**src/rtl/addend_vector_loader_if.sv**
```systemverilog
// Bundle of the element-stream input handshake and the assembled-vector
// output handshake of the addend vector loader.
// The slave modport is the loader's view. The master modport is the view of
// whoever drives the stream and consumes the vector.
interface addend_vector_loader_if #(
  parameter int DATA_WIDTH = 8,
  parameter int LENGTH     = 4,
  localparam int CNT_W     = $clog2(LENGTH + 1)
);

  // element stream into the loader
  logic                         in_valid;
  logic                         in_ready;
  logic signed [DATA_WIDTH-1:0] in_data;
  logic                         in_last;

  // assembled vector out of the loader
  logic                         out_valid;
  logic                         out_ready;
  logic signed [DATA_WIDTH-1:0] out_addends [LENGTH];
  logic [CNT_W-1:0]             out_count;

  modport slave (
    input  in_valid,
    input  in_data,
    input  in_last,
    input  out_ready,
    output in_ready,
    output out_valid,
    output out_addends,
    output out_count
  );

  modport master (
    output in_valid,
    output in_data,
    output in_last,
    output out_ready,
    input  in_ready,
    input  out_valid,
    input  out_addends,
    input  out_count
  );

endinterface

```
**src/rtl/addend_vector_loader.sv**
```systemverilog
// Addend vector loader.
// Collects signed elements, one per accepted beat, into a LENGTH-wide buffer.
// It then holds that buffer steady behind out_valid until the consumer takes it.
// The block is single-buffered, so input is stalled while a vector is held.
// A short vector is closed with in_last, and the positions it did not fill
// read as zero. Every output comes straight from a flop.
module addend_vector_loader #(
  parameter int DATA_WIDTH = 8,
  parameter int LENGTH     = 4,
  localparam int CNT_W     = $clog2(LENGTH + 1)
) (
  input  logic                  clk,
  input  logic                  rst_n,
  addend_vector_loader_if.slave bus
);

  typedef enum logic [0:0] {
    ST_FILL = 1'b0,
    ST_HOLD = 1'b1
  } state_t;

  state_t           state_q, state_d;
  logic [CNT_W-1:0] idx_q, idx_d;
  logic [CNT_W-1:0] count_q, count_d;
  logic             out_valid_q, out_valid_d;
  logic             in_ready_q, in_ready_d;

  logic             accept;
  logic             last_elem;
  logic             release_vec;

  // Handshake qualifiers shared by the control FSM and the element registers.
  // in_ready_q is only ever high in FILL, so it alone gates acceptance.
  always_comb begin
    accept      = bus.in_valid && in_ready_q;
    last_elem   = (idx_q == CNT_W'(LENGTH - 1)) || bus.in_last;
    release_vec = (state_q == ST_HOLD) && out_valid_q && bus.out_ready;
  end

  // Next-state logic: walk idx through FILL, close the vector on the last slot
  // or on in_last, then hold it until the consumer handshakes.
  always_comb begin
    state_d     = state_q;
    idx_d       = idx_q;
    count_d     = count_q;
    out_valid_d = out_valid_q;
    in_ready_d  = in_ready_q;

    unique case (state_q)
      ST_FILL: begin
        // Also raises in_ready on the first edge after reset release.
        in_ready_d  = 1'b1;
        out_valid_d = 1'b0;
        if (accept) begin
          idx_d = idx_q + 1'b1;
          if (last_elem) begin
            state_d     = ST_HOLD;
            count_d     = idx_q + 1'b1;
            out_valid_d = 1'b1;
            in_ready_d  = 1'b0;
          end
        end
      end

      ST_HOLD: begin
        in_ready_d  = 1'b0;
        out_valid_d = 1'b1;
        if (release_vec) begin
          state_d     = ST_FILL;
          idx_d       = '0;
          count_d     = '0;
          out_valid_d = 1'b0;
          in_ready_d  = 1'b1;
        end
      end

      default: begin
        state_d     = ST_FILL;
        idx_d       = '0;
        count_d     = '0;
        out_valid_d = 1'b0;
        in_ready_d  = 1'b0;
      end
    endcase
  end

  // Control registers. Reset discards any partial or held vector.
  always_ff @(posedge clk or negedge rst_n) begin
    if (!rst_n) begin
      state_q     <= ST_FILL;
      idx_q       <= '0;
      count_q     <= '0;
      out_valid_q <= 1'b0;
      in_ready_q  <= 1'b0;
    end else begin
      state_q     <= state_d;
      idx_q       <= idx_d;
      count_q     <= count_d;
      out_valid_q <= out_valid_d;
      in_ready_q  <= in_ready_d;
    end
  end

  // One register per vector slot. A slot loads when the accepted element
  // targets it, and clears when the held vector is handed off. Clearing on
  // hand-off gives the zero padding for the next short vector for free.
  genvar gi;
  generate
    for (gi = 0; gi < LENGTH; gi++) begin : g_elem
      logic signed [DATA_WIDTH-1:0] elem_q, elem_d;

      // Slot update: clear on hand-off, load on a matching accept, else hold.
      always_comb begin
        elem_d = elem_q;
        if (release_vec) begin
          elem_d = '0;
        end else if (accept && (idx_q == CNT_W'(gi))) begin
          elem_d = bus.in_data;
        end
      end

      // Slot register.
      always_ff @(posedge clk or negedge rst_n) begin
        if (!rst_n) begin
          elem_q <= '0;
        end else begin
          elem_q <= elem_d;
        end
      end

      assign bus.out_addends[gi] = elem_q;
    end
  endgenerate

  assign bus.in_ready  = in_ready_q;
  assign bus.out_valid = out_valid_q;
  assign bus.out_count = count_q;

endmodule
```
**src/flat_wrapper.sv**
```systemverilog
// flat-port wrapper written by rule: the top's interface ports become plain ports
module addend_vector_loader_flat 
#(
  parameter int DATA_WIDTH = 8,
  parameter int LENGTH     = 4,
  localparam int CNT_W     = $clog2(LENGTH + 1)
)
  (clk, rst_n, bus_in_valid, bus_in_data, bus_in_last, bus_out_ready, bus_in_ready, bus_out_valid, bus_out_addends, bus_out_count);
  addend_vector_loader_if #(.DATA_WIDTH(DATA_WIDTH), .LENGTH(LENGTH)) bus_i ();
  input  logic clk;
  input  logic rst_n;
  input wire logic [$bits(bus_i.in_valid)-1:0] bus_in_valid;
  input wire logic [$bits(bus_i.in_data)-1:0] bus_in_data;
  input wire logic [$bits(bus_i.in_last)-1:0] bus_in_last;
  input wire logic [$bits(bus_i.out_ready)-1:0] bus_out_ready;
  output wire logic [$bits(bus_i.in_ready)-1:0] bus_in_ready;
  output wire logic [$bits(bus_i.out_valid)-1:0] bus_out_valid;
  output wire logic [$bits(bus_i.out_addends)-1:0] bus_out_addends;
  output wire logic [$bits(bus_i.out_count)-1:0] bus_out_count;
  assign bus_i.in_valid = bus_in_valid;
  assign bus_i.in_data = bus_in_data;
  assign bus_i.in_last = bus_in_last;
  assign bus_i.out_ready = bus_out_ready;
  assign bus_in_ready = bus_i.in_ready;
  assign bus_out_valid = bus_i.out_valid;
  assign bus_out_addends = {>>{bus_i.out_addends}};
  assign bus_out_count = bus_i.out_count;
  addend_vector_loader #(.DATA_WIDTH(DATA_WIDTH), .LENGTH(LENGTH)) u_core (.clk(clk), .rst_n(rst_n), .bus(bus_i));
endmodule
```
**config.mk**
```make
export PLATFORM = sky130hd
export DESIGN_NAME = addend_vector_loader_flat
export DESIGN_NICKNAME = d
export VERILOG_FILES = /design/src/rtl/addend_vector_loader_if.sv /design/src/rtl/addend_vector_loader.sv /design/src/flat_wrapper.sv
export SDC_FILE = /design/constraint.sdc
export NUM_CORES = 1
export LEC_CHECK = 0
export ABC_AREA = 0
export BUFFER_PORTS_ARGS = -buffer_cell sky130_fd_sc_hd__buf_2
export CAP_MARGIN = 30
export CELL_PAD_IN_SITES_DETAIL_PLACEMENT = 1
export CELL_PAD_IN_SITES_GLOBAL_PLACEMENT = 1
export CORE_MARGIN = 3
export CORE_UTILIZATION = 40
export CTS_CLUSTER_DIAMETER = 80
export DETAILED_ROUTE_END_ITERATION = 12
export GPL_TIMING_DRIVEN = 0
export PLACE_DENSITY_LB_ADDON = 0.2
export SLEW_MARGIN = 15
export SYNTH_ARGS = -nofsm -noshare
export SYNTH_HDL_FRONTEND = slang
export SYNTH_SLANG_ARGS = --single-unit
export TNS_END_PERCENT = 10
```
**constraint.sdc**
```tcl
create_clock -name clk -period 1.8 [get_ports clk]
set_clock_uncertainty 0.1 [all_clocks]
set_input_delay 0.09 -clock clk [delete_from_list [all_inputs] [get_ports clk]]
set_output_delay 0.09 -clock clk [all_outputs]
set_load 0.1 [all_outputs]
```
==> results.txt <==
In this run the worst hold path is classified as input port to register. The path with the worst hold slack has its endpoint at u_core.idx_q[2]$_DFFE_PN0P_. The core region area is 4410 um^2.

In the layout the commonest cells are sky130_fd_sc_hd__buf_2 (49), sky130_fd_sc_hd__dfrtp_1 (38), sky130_fd_sc_hd__nand2_1 (29). The cell count after synthesis is 167. The count of buffers added on input and output ports is 48.

TritonCTS built the clock tree. The routed length per instance is 16.3 um. The worst setup path is launched from a register. The portion of synthesized cell area occupied by the leading cell type came out at 0.539. Counting distinct cell types in the post-synthesis netlist gives 26. The worst-case reg-to-reg path depth came out at 5. In this run the clock root is driven by a sky130_fd_sc_hd__clkbuf_8. The maximum number of pins on one net before global-route repair is 41. The first global-routing pass estimated roughly 7.6 mm of wire. The initial antenna violation count was 0.

The startpoint identified for the worst hold timing path is bus_in_valid. The worst setup path is captured at a register. The post-synthesis sequential element count came out at 40. The critical path goes through ha_1, ha_1, nor2_1, nor3_4, or2_2. The layout cell share with drive strength beyond 1 is 0.363. For this run, the detailed router's first-pass iteration total came to 4. Relative to the synthesized area, the layout overhead comes to 28.4%. The routability congestion estimate from global placement is 0.747. The critical path is of the register to register type. The flow ran to the end, and the final reports show no timing, DRC or antenna violations. The floorplan step defined a die boundary enclosing 5500 um^2. The number of global-route vias before repair is 1522. The number of buffer and inverter instances along the worst setup path is 0. For the final routed database, the setup TNS stands at 0 ns. After clock tree synthesis, the repair step resized 0 gates.

The maximum achievable frequency came out at 588 MHz. The startpoint identified for the worst register-to-register timing path is u_core.idx_q[0]$_DFFE_PN0P_. The final hold violation count came to 0. The setup check on the worst reg-to-reg path leaves a slack of 0.10 ns.

In this run the core area contains 24 standard-cell rows. For this run, the number of Yosys warnings is 0. The peak per-stage delay on the critical path is around 0.45 ns. The cell seen most often among critical-path stages is sky130_fd_sc_hd__ha_1. Clock-pin slew was measured on the worst setup and hold paths at 0.07 ns. In the post-synthesis netlist, the biggest area contributors are sky130_fd_sc_hd__dfrtp_1 (54%), sky130_fd_sc_hd__mux2i_1 (6.5%), sky130_fd_sc_hd__nand2_1 (5.9%). The final antenna-violating net count is 0. For the pin with the worst max-slew slack, the measured transition is 0.515 ns.

Along the worst path, the maximum fanout reaches 5. Of the available clock period, the critical path in the final layout requires 0.944. The synthesized netlist net count came out at between 150 and 200. The worst register-to-register path ends at u_core.bus.out_valid$_DFF_PN0_. The global route total overflow is 0.

The number of antenna cells inserted came out at 0. The routed layout has 1456 vias. The starting density of the core came out at 0.421. Setup repair after global routing left no endpoint under its margin. The worst endpoint required time came out at 1.87 ns. The number of cells traversed by the worst hold path came out at 3. The biggest area contributor in the post-synthesis netlist is sky130_fd_sc_hd__dfrtp_1. The post-CTS setup repair buffer count is 0. For the finished layout, the period the worst path requires is 1.70 ns. The clock tree synthesis step divided the H-tree into 2 levels. Measured against its own limit, the worst slew margin works out to 0.657.

In this run the cell area of the synthesized design comes to 1860 um^2. The worst-skew pair later-pin latency is 0.29 ns. After the first detailed-routing iteration, the DRC count stood at between 50 and 60. The number of design rule violations left after detail routing is 0.

Leaving out fill and tap cells, the most frequent cell in the layout is sky130_fd_sc_hd__buf_2. The cell type group with the largest total delay on the critical path is simple AND/OR/NAND/NOR gates. Measured along the y axis, the die boundary spans 74.1 um.

The register area share after synthesis came out at 0.539. In the global route stage, overall resource usage came out at 0.185. The maximum count of clock buffers along a single path came out at 2. The number of pins with negative max-slew slack in the final report was 0. The arrival time of data at the critical path endpoint is 1.77 ns. The clock sink total is 40. The routed wire length came out at between 4 and 5 mm.

Measured along the x axis, the die boundary spans 74.1 um. The number of vias per cell came out at 5.09. Setup violations remaining at the end of the flow were counted as 0. The placed wire-length estimate after detailed placement is 3.52 mm. The total CTS buffers came out at 5.

For this run, the post-layout net count is 251. The tool flagged a number of max-cap violations equal to 0. The largest individual stage delay along the critical path comes from the cell sky130_fd_sc_hd__dfrtp_1. The number of I/O pins is 50. The synthesized area per cell is 11.1 um^2.
tightest hold or removal path, cell delays in order:
cell	delay [ns]
sky130_fd_sc_hd__buf_6	0.13
sky130_fd_sc_hd__nand2_4	0.10
sky130_fd_sc_hd__o31ai_1	0.07
registers in the layout, indices dropped and copies added (netlist names):
name	flops
u_core.bus.out_valid	1
u_core.idx_q	3
u_core.g_elem.elem_q	32
u_core.bus.out_count	3
u_core.bus.in_ready	1
through the flow:
stage	area [um^2]	std cells	setup WS, ns	utilization	hold WS, ns
after floorplan	1860	167	0.230	-	-0.306
after global placement	2160	267	0.147	0.490	0.143
after detailed placement	2160	267	0.123	0.490	0.166
after CTS	2360	285	0.106	0.534	0.0358
after global routing	2380	286	0.0412	0.540	0.0486
final	2380	286	0.101	0.540	0.0433
synth_stat cells (all sizes together):
master,n
xnor2,1
dfrtp,40
o31ai,1
a21oi,9
and2,1
nor2b,1
and4b,1
ha,5
buf,10
nand3,17
nor3,1
inv,4
nor2,10
nand2,31
or2,1
nand4b,3
o22ai,2
mux2i,12
o21ai,17
cell families after synthesis:
group / synth area share
xor gates and xnor gates: 0.00472
muxes: 0.0647
and+or+nand+nor: 0.197
AOI/OAI and AO/OA: 0.0970
DFF: 0.539
buffers and inverters: 0.0633
adders and majority gates: 0.0337
routing by layer:
layer,routed length (um),global-route usage
met2,2320,0.300
met1,2030,0.245
met3,261,0.0378
met5,0,0
met4,62,0.0664
repair_timing:
item | CTS | global route
hold buffers | 10 | 0
setup endpoints to repair | 0 | 0
hold endpoints to repair | 58 | 0
cell type report:
class                      count  area [um^2]
inverter                       4         15.0
tap                           52         65.1
multi-input combinational    113          738
fill                         517         2030
sequential                    40         1000
buffer                        10          103
clock inverter                 2         10.0
clock buffer                   6         82.6
timing repair buffer          59          368
how the worst max path moves through the flow:
| stage | from | endpoint | slack [ns] | cells after the start |
|---|---|---|---|---|
| after CTS | u_core.idx_q[0]$_DFFE_PN0P_ | u_core.bus.out_valid$_DFF_PN0_ | 0.11 | 5 |
| after global routing | u_core.idx_q[0]$_DFFE_PN0P_ | u_core.bus.out_valid$_DFF_PN0_ | 0.04 | 5 |
| final | u_core.idx_q[0]$_DFFE_PN0P_ | u_core.bus.out_valid$_DFF_PN0_ | 0.10 | 5 |
| after detailed placement | u_core.idx_q[0]$_DFFE_PN0P_ | u_core.bus.out_valid$_DFF_PN0_ | 0.12 | 5 |
| after floorplan | u_core.idx_q[0]$_DFFE_PN0P_ | u_core.bus.out_valid$_DFF_PN0_ | 0.23 | 5 |
| after global placement | u_core.idx_q[0]$_DFFE_PN0P_ | u_core.bus.out_valid$_DFF_PN0_ | 0.15 | 5 |
Power is left out: the tool's default activity adds up to more than one toggle a clock period on the data nets, which glitch-free logic cannot reach.
